<file path="config.mk">
export PLATFORM = sky130hd
export DESIGN_NAME = alu_seq
export DESIGN_NICKNAME = d
export VERILOG_FILES = /design/src/rtl/alu_pkg.sv /design/src/rtl/alu_mul_seq.sv /design/src/rtl/alu_seq.sv
export SDC_FILE = /design/constraint.sdc
export NUM_CORES = 1
export LEC_CHECK = 0
export CORE_MARGIN = 10
export CORE_UTILIZATION = 34
export DETAILED_ROUTE_END_ITERATION = 6
export GPL_ROUTABILITY_DRIVEN = 0
export GPL_TIMING_DRIVEN = 0
export SETUP_SLACK_MARGIN = 0.15
export SLEW_MARGIN = 20
export SYNTH_ARGS = -nofsm -noshare
export SYNTH_HDL_FRONTEND = slang
export SYNTH_SLANG_ARGS = --single-unit
</file>
<file path="constraint.sdc">
create_clock -name clk -period 11.6 [get_ports clk]
set_clock_uncertainty 0.05 [all_clocks]
set_input_delay 3.48 -clock clk [delete_from_list [all_inputs] [get_ports clk]]
set_output_delay 3.48 -clock clk [all_outputs]
set_load 0.05 [all_outputs]
</file>
<file path="src/rtl/alu_pkg.sv">
// Shared definitions for the sequential ALU: opcodes, flag bit positions, FSM states.
// Latency: n/a (definitions only).
// Backpressure: n/a (definitions only).
package alu_pkg;

    // Opcode map; 13..15 decode as no-operation.
    localparam logic [3:0] OP_ADD  = 4'd0;
    localparam logic [3:0] OP_SUB  = 4'd1;
    localparam logic [3:0] OP_AND  = 4'd2;
    localparam logic [3:0] OP_OR   = 4'd3;
    localparam logic [3:0] OP_NOT  = 4'd4;
    localparam logic [3:0] OP_INC  = 4'd5;
    localparam logic [3:0] OP_DEC  = 4'd6;
    localparam logic [3:0] OP_SHL  = 4'd7;
    localparam logic [3:0] OP_SHR  = 4'd8;
    localparam logic [3:0] OP_PASS = 4'd9;
    localparam logic [3:0] OP_SETC = 4'd10;
    localparam logic [3:0] OP_CLRC = 4'd11;
    localparam logic [3:0] OP_MUL  = 4'd12;

    // Bit positions inside the packed flag register.
    localparam int FLG_C = 0;
    localparam int FLG_Z = 1;
    localparam int FLG_N = 2;

    // Top-level handshake FSM: IDLE accepts requests, MUL waits on the multiplier.
    typedef enum logic {
        ST_IDLE = 1'b0,
        ST_MUL  = 1'b1
    } alu_state_t;

endpackage

</file>
<file path="src/rtl/alu_mul_seq.sv">
// Iterative shift-add unsigned multiplier, W x W -> 2W, one partial product per cycle.
// Latency: W cycles from start; done pulses during the W-th busy cycle with product valid.
// Backpressure: none; the caller must only pulse start while no multiply is in flight.
//
// Ports: clk, rst (sync, active-high), start (load operands), a (multiplicand),
//        b (multiplier), done (final step this cycle), product (accumulator after this step).
// Built only when ALU_MUL_EN is defined.
`ifdef ALU_MUL_EN
module alu_mul_seq
    import alu_pkg::*;
#(
    parameter int W = 16
) (
    input  logic           clk,
    input  logic           rst,
    input  logic           start,
    input  logic [W-1:0]   a,
    input  logic [W-1:0]   b,
    output logic           done,
    output logic [2*W-1:0] product
);

    localparam int CW = $clog2(W + 1);

    logic [W-1:0]   mcand;
    // Upper half accumulates partial sums; lower half starts as the multiplier
    // and is shifted out one bit per step, so acc[0] is always the current bit.
    logic [2*W-1:0] acc;
    logic [CW-1:0]  count;
    // One extra bit keeps the carry of the upper-half add before the shift.
    logic [W:0]     partial;

    always_comb begin
        partial = {1'b0, acc[2*W-1:W]};
        if (acc[0]) begin
            partial = {1'b0, acc[2*W-1:W]} + {1'b0, mcand};
        end
    end

    // Next accumulator value: add, then shift the whole W+1+W-1 word right by one.
    assign product = {partial, acc[W-1:1]};
    // The step taken while count==1 is the last one; product is final right now.
    assign done    = (count == CW'(1));

    always_ff @(posedge clk) begin
        if (rst) begin
            mcand <= '0;
            acc   <= '0;
            count <= '0;
        end else if (start) begin
            mcand <= a;
            acc   <= {{W{1'b0}}, b};
            count <= CW'(W);
        end else if (count != '0) begin
            acc   <= product;
            count <= count - CW'(1);
        end
    end

endmodule
`endif

</file>
<file path="src/rtl/alu_seq.sv">
// Registered ALU: single-cycle arithmetic/logic/shift ops plus optional iterative MUL.
// Latency: 1 cycle for single-cycle ops, W+1 cycles for MUL (accept to valid_out).
// Backpressure: in_ready drops for the W busy cycles of a MUL; requests then are ignored.
//
// Ports: clk, rst (sync, active-high); valid_in/in_ready request handshake; op, in1, in2
//        operands; valid_out one-cycle result strobe; result/result_hi low/high words;
//        carry/zero/neg registered flags.
// Build option: define ALU_MUL_EN to build MUL; otherwise op 12 is a NOP,
//        result_hi is 0 and in_ready is constantly 1.
module alu_seq
    import alu_pkg::*;
#(
    parameter int W   = 16,
    parameter int SHW = $clog2(W)
) (
    input  logic         clk,
    input  logic         rst,
    input  logic         valid_in,
    output logic         in_ready,
    input  logic [3:0]   op,
    input  logic [W-1:0] in1,
    input  logic [W-1:0] in2,
    output logic         valid_out,
    output logic [W-1:0] result,
    output logic [W-1:0] result_hi,
    output logic         carry,
    output logic         zero,
    output logic         neg
);

    logic [2:0]     flags;
    logic [SHW-1:0] shamt;

    // Single-cycle datapath
    logic [W:0]     arith;
    logic [W:0]     shl_ext;
    logic [W:0]     shr_ext;
    logic [W-1:0]   sc_res;
    logic           sc_c;
    logic           sc_upd_c;
    logic           sc_upd_zn;
    logic           op_is_mul;
    logic           take_single;

    assign shamt = in2[SHW-1:0];

    always_comb begin
        arith     = '0;
        // One guard bit beyond the word catches the last bit shifted out.
        shl_ext   = {1'b0, in1} << shamt;
        shr_ext   = {in1, 1'b0} >> shamt;
        sc_res    = '0;
        sc_c      = flags[FLG_C];
        sc_upd_c  = 1'b0;
        sc_upd_zn = 1'b0;
        case (op)
            OP_ADD: begin
                arith     = {1'b0, in1} + {1'b0, in2};
                sc_res    = arith[W-1:0];
                sc_c      = arith[W];
                sc_upd_c  = 1'b1;
                sc_upd_zn = 1'b1;
            end
            OP_SUB: begin
                // in1 + ~in2 + 1: bit W is the inverted borrow.
                arith     = {1'b0, in1} + {1'b0, ~in2} + (W+1)'(1);
                sc_res    = arith[W-1:0];
                sc_c      = arith[W];
                sc_upd_c  = 1'b1;
                sc_upd_zn = 1'b1;
            end
            OP_AND: begin
                sc_res    = in1 & in2;
                sc_upd_zn = 1'b1;
            end
            OP_OR: begin
                sc_res    = in1 | in2;
                sc_upd_zn = 1'b1;
            end
            OP_NOT: begin
                sc_res    = ~in1;
                sc_upd_zn = 1'b1;
            end
            OP_INC: begin
                arith     = {1'b0, in1} + (W+1)'(1);
                sc_res    = arith[W-1:0];
                sc_c      = arith[W];
                sc_upd_c  = 1'b1;
                sc_upd_zn = 1'b1;
            end
            OP_DEC: begin
                // Adding all-ones is subtracting one; bit W is again the inverted borrow.
                arith     = {1'b0, in1} + {1'b0, {W{1'b1}}};
                sc_res    = arith[W-1:0];
                sc_c      = arith[W];
                sc_upd_c  = 1'b1;
                sc_upd_zn = 1'b1;
            end
            OP_SHL: begin
                sc_res    = shl_ext[W-1:0];
                sc_c      = shl_ext[W];
                sc_upd_c  = (shamt != '0);
                sc_upd_zn = 1'b1;
            end
            OP_SHR: begin
                sc_res    = shr_ext[W:1];
                sc_c      = shr_ext[0];
                sc_upd_c  = (shamt != '0);
                sc_upd_zn = 1'b1;
            end
            OP_PASS: begin
                sc_res    = in2;
                sc_upd_zn = 1'b1;
            end
            OP_SETC: begin
                sc_c      = 1'b1;
                sc_upd_c  = 1'b1;
            end
            OP_CLRC: begin
                sc_c      = 1'b0;
                sc_upd_c  = 1'b1;
            end
            default: begin
                // NOP (and MUL, which never takes this path when it is built).
            end
        endcase
    end

`ifdef ALU_MUL_EN
    alu_state_t     state;
    logic           mul_start;
    logic           mul_done;
    logic [2*W-1:0] mul_product;

    assign op_is_mul = (op == OP_MUL);
    // in_ready is only high in IDLE, so accept implies the FSM is idle.
    assign mul_start = valid_in && in_ready && op_is_mul;

    alu_mul_seq #(
        .W (W)
    ) u_mul (
        .clk     (clk),
        .rst     (rst),
        .start   (mul_start),
        .a       (in1),
        .b       (in2),
        .done    (mul_done),
        .product (mul_product)
    );
`else
    assign op_is_mul = 1'b0;
    assign in_ready  = 1'b1;
    assign result_hi = '0;
`endif

    assign take_single = valid_in && in_ready && !op_is_mul;

    always_ff @(posedge clk) begin
        if (rst) begin
            valid_out <= 1'b0;
            result    <= '0;
            flags     <= '0;
`ifdef ALU_MUL_EN
            state     <= ST_IDLE;
            in_ready  <= 1'b1;
            result_hi <= '0;
`endif
        end else begin
            valid_out <= 1'b0;

            if (take_single) begin
                valid_out <= 1'b1;
                result    <= sc_res;
`ifdef ALU_MUL_EN
                result_hi <= '0;
`endif
                if (sc_upd_c) begin
                    flags[FLG_C] <= sc_c;
                end
                if (sc_upd_zn) begin
                    flags[FLG_Z] <= (sc_res == '0);
                    flags[FLG_N] <= sc_res[W-1];
                end
            end

`ifdef ALU_MUL_EN
            case (state)
                ST_IDLE: begin
                    if (mul_start) begin
                        state    <= ST_MUL;
                        in_ready <= 1'b0;
                    end
                end
                ST_MUL: begin
                    // Carry is left untouched by MUL; Z/N look at the full product.
                    if (mul_done) begin
                        state        <= ST_IDLE;
                        in_ready     <= 1'b1;
                        valid_out    <= 1'b1;
                        result       <= mul_product[W-1:0];
                        result_hi    <= mul_product[2*W-1:W];
                        flags[FLG_Z] <= (mul_product == '0);
                        flags[FLG_N] <= mul_product[2*W-1];
                    end
                end
            endcase
`endif
        end
    end

    assign carry = flags[FLG_C];
    assign zero  = flags[FLG_Z];
    assign neg   = flags[FLG_N];

endmodule

</file>
==> impl_metrics.csv <==
group,metric,value,unit
power_and_ir_drop,powerDensity,68.1,mW/mm²
finish,final_cell_mix,"nor2_1, ha_1, inv_1, clkdlybuf4s50_1, clkbuf_1",
critical_path,crit_required,11720,ps
timing,min_period,8450,ps
finish,multi_input_area,0.00508,mm²
timing,setup_violations,0,
global_route,grt_pass1_vias,6936,
clock_tree,cts_setup_buffers,0,
critical_path,critPathSlowestCell,"clkdlybuf4s50_1",
global_route,grt_pass1_wl,41300,µm
clock_tree,clock-sinks,20,
critical_path,cp.arrival,8570,ps
clock_tree,clk_latency,250,ps
floorplanning,die-height,153,µm
finish,nets,1010,
clock_tree,htree_levels,1,
finish,seqCellArea,400,µm²
global_route,antenna_found_initial,0,
finish,diodes,0,
power_and_ir_drop,internal-power,0.000253,W
floorplanning,fp.dieArea,0.0235,mm²
drt,drtIter0Drc,1299,
timing,hold_viol,0,
placement,dp_hpwl,21500,µm
finish,layout-drive-gt1-share,8.47,%
synth,syn-cell-area,0.00604,mm²
finish,area_growth,17.2,%
synth,ys_top_cells_by_area,"ha_1, mux4_2, dfxtp_1",
finish,final_common_cell,"nor2_1",
hold_path,hp-class,"reg -> reg",
clock_tree,ctsResizeCount,0,
drt,finalWirelength,27100,µm
global_route,overflow,0,
power_and_ir_drop,switching_share,47.6,%
synth,yosysTopAreaCell,"ha_1",
synth,ys.flop_type,"dfxtp_1",
clock_tree,cts_buffer_depth,2,
power_and_ir_drop,p_comb_share,64.4,%
outcome,status,"finished with violations",
outcome,violations,"design-rule violations",
clock_tree,cts_tree,"yes",
power_and_ir_drop,p_seq_share,16.0,%
synth,synth_edf_count,0,
critical_path,crit_path_end_kind,"flop",
critical_path,path_cells,"clkdlybuf4s50_1, buf_6, buf_2, buf_1, buf_1, inv_1, ha_1, a21o_1, a21oi_1, o21ai_1, a221o_1, a211oi_1, nand4_1, nor4_1, nand4_1, o31ai_1",
floorplanning,fp-row-count,48,
power_and_ir_drop,leakage,2.74,nW
synth,synth_top_area_share,12.2,%
finish,fill_cells,1828,
power_and_ir_drop,clkPwrFrac,19.6,%
power_and_ir_drop,vdd_drop_max,0.0595,mV
floorplanning,fp.coreArea,0.0174,mm²
job,maxCapViolCount,0,
synth,synth_cell_types,82,
clock_tree,numCtsBuffers,3,
synth,async_reset_ff_share,0,%
synth,seq_area_frac_synth,6.63,%
global_route,grt_max_degree,13,
timing,setup_tns,0,ps
synth,syn_inst,832,
synth,yosysWarnings,0,
drt,drc,2,
drt,via_per_inst,6.45,
power_and_ir_drop,switchingPower,0.000230,W
timing,fin_crit_sh,72.8,%
timing,finalWorstSetupSlack,3150,ps
clock_tree,clock-root-buffer,"clkbuf_16",
floorplanning,ios,76,
clock_tree,clkTransAtPathRegs,60,ps
floorplanning,start_util,34.8,%
power_and_ir_drop,total_power,0.000482,W
timing,tightest_slew,934,ps
clock_tree,hold_buffers,0,
synth,ys_seq_elements,20,
drt,wl_per_cell,23.9,µm
critical_path,max_stage_delay,550,ps
critical_path,startpoint_type,"primary input",
synth,synth.avg_cell_area,7.26,µm²
timing,slew_headroom,36.9,%
drt,ant_nets,0,
critical_path,path_class,"in -> reg",
drt,vias,7312,
drt,first_pass_iters,7,
global_route,track_usage,21.5,%
floorplanning,die_w,153,µm
timing,drv_slew,0,
placement,post-place-ws,2870,ps
placement,io_buffers,56,
critical_path,critPathMaxFanout,10,
timing,clock.fmax,118,MHz
timing,rsz0062_at_grt,"false",
==> area by class of cell <==
type / count / area share (%)
sequential: 20 / 5.65
inverter: 59 / 3.13
clock buffer: 3 / 1.06
clock inverter: 1 / 0.424
multi-input combinational: 680 / 71.8
timing repair buffer: 58 / 8.09
tap: 225 / 3.98
buffer: 88 / 5.88
==> metrics by stage <==
step,utilization (%),cells,area (µm²),hold slack (ps)
after detailed placement,40.2,1130,6980,410
after global placement,40.0,1128,6940,403
after CTS,40.8,1134,7080,429
final,40.8,1134,7080,429
after global routing,40.8,1134,7080,450
after floorplan,-,847,6100,621
==> final timing paths <==
| path | start | endpoint | cells after the start | slack (ps) |
|---|---|---|---|---|
| setup / recovery | in2[1] | flags[1]$_SDFFE_PP0P_ | 16 | 3150 |
| hold / removal | result[7]$_SDFFE_PP0P_ | result[7]$_SDFFE_PP0P_ | 2 | 430 |
| setup reg to reg | result[12]$_SDFFE_PP0P_ | result[12]$_SDFFE_PP0P_ | 2 | 10750 |
| hold reg to reg | result[7]$_SDFFE_PP0P_ | result[7]$_SDFFE_PP0P_ | 2 | 430 |
==> cell families (layout without fill, tap and decap cells) <==
logic type                 count (synthesis)  after routing  synth area share [%]
buffers and inverters                    147            209                  10.6
muxes                                     55             55                  13.6
AOI/OAI and AO/OA                        259            259                  30.9
DFF                                       20             20                  6.63
and+or+nand+nor                          274            274                  23.3
xor gates and xnor gates                  14             14                  2.03
other                                      2             17                 0.124
adders and majority gates                 61             61                  12.9
==> worst max-delay path: cells and delay by family <==
kind	cells	cell delay, ps
adders and majority gates	1	340
and+or+nand+nor	3	780
buffers and inverters	6	2180
AOI/OAI and AO/OA	6	1750
==> registers in the layout, summed over array words and instances (netlist names) <==
register / cells
flags: 3
valid_out: 1
result: 16
==> synth_stat cells, types with 5 or more instances <==
master and instances:
o211ai_1 9, inv_1 56, xnor2_1 14, o21ai_0 22, nand2b_1 15, nand2_1 49
a32oi_1 7, o22ai_1 16, ha_1 59, dfxtp_1 20, mux4_2 20, a2111oi_0 5
a21o_1 11, buf_2 6, nor3b_1 5, o2111ai_1 10, nor3_1 34, nor2_1 84
a211oi_1 21, a21oi_1 48, nand3_1 14, mux2_2 11, a221o_1 7, buf_4 17
mux2i_1 20, clkbuf_1 52, buf_1 11, a221oi_1 5, o31ai_1 5, o21ai_1 9
nor2b_1 9, o21a_1 7, a22oi_1 11, or3_1 8, nand4_1 9, a31oi_1 10
o221ai_1 10, nor4_1 8
==> metal layers <==
metal  vias to the layer above  global-route usage [%]  wire [µm]
li1                       3260                       -          -
met3                        98                    4.80       3180
met4                         0                    7.86       1230
met2                       515                    34.0      11900
met5                         -                       0          0
met1                      3439                    28.0      10800
==> power groups by stage <==
stage / clock [W] / combinational [W] / sequential [W]
after floorplan: 0 / 0.000183 / 0.0000974
after global placement: 0 / 0.000298 / 0.0000784
after detailed placement: 0 / 0.000299 / 0.0000786
after CTS: 0.0000959 / 0.000300 / 0.0000772
after global routing: 0.0000988 / 0.000329 / 0.0000778
final: 0.0000948 / 0.000311 / 0.0000771
No activity file was read; power rests on OpenSTA's default activity.
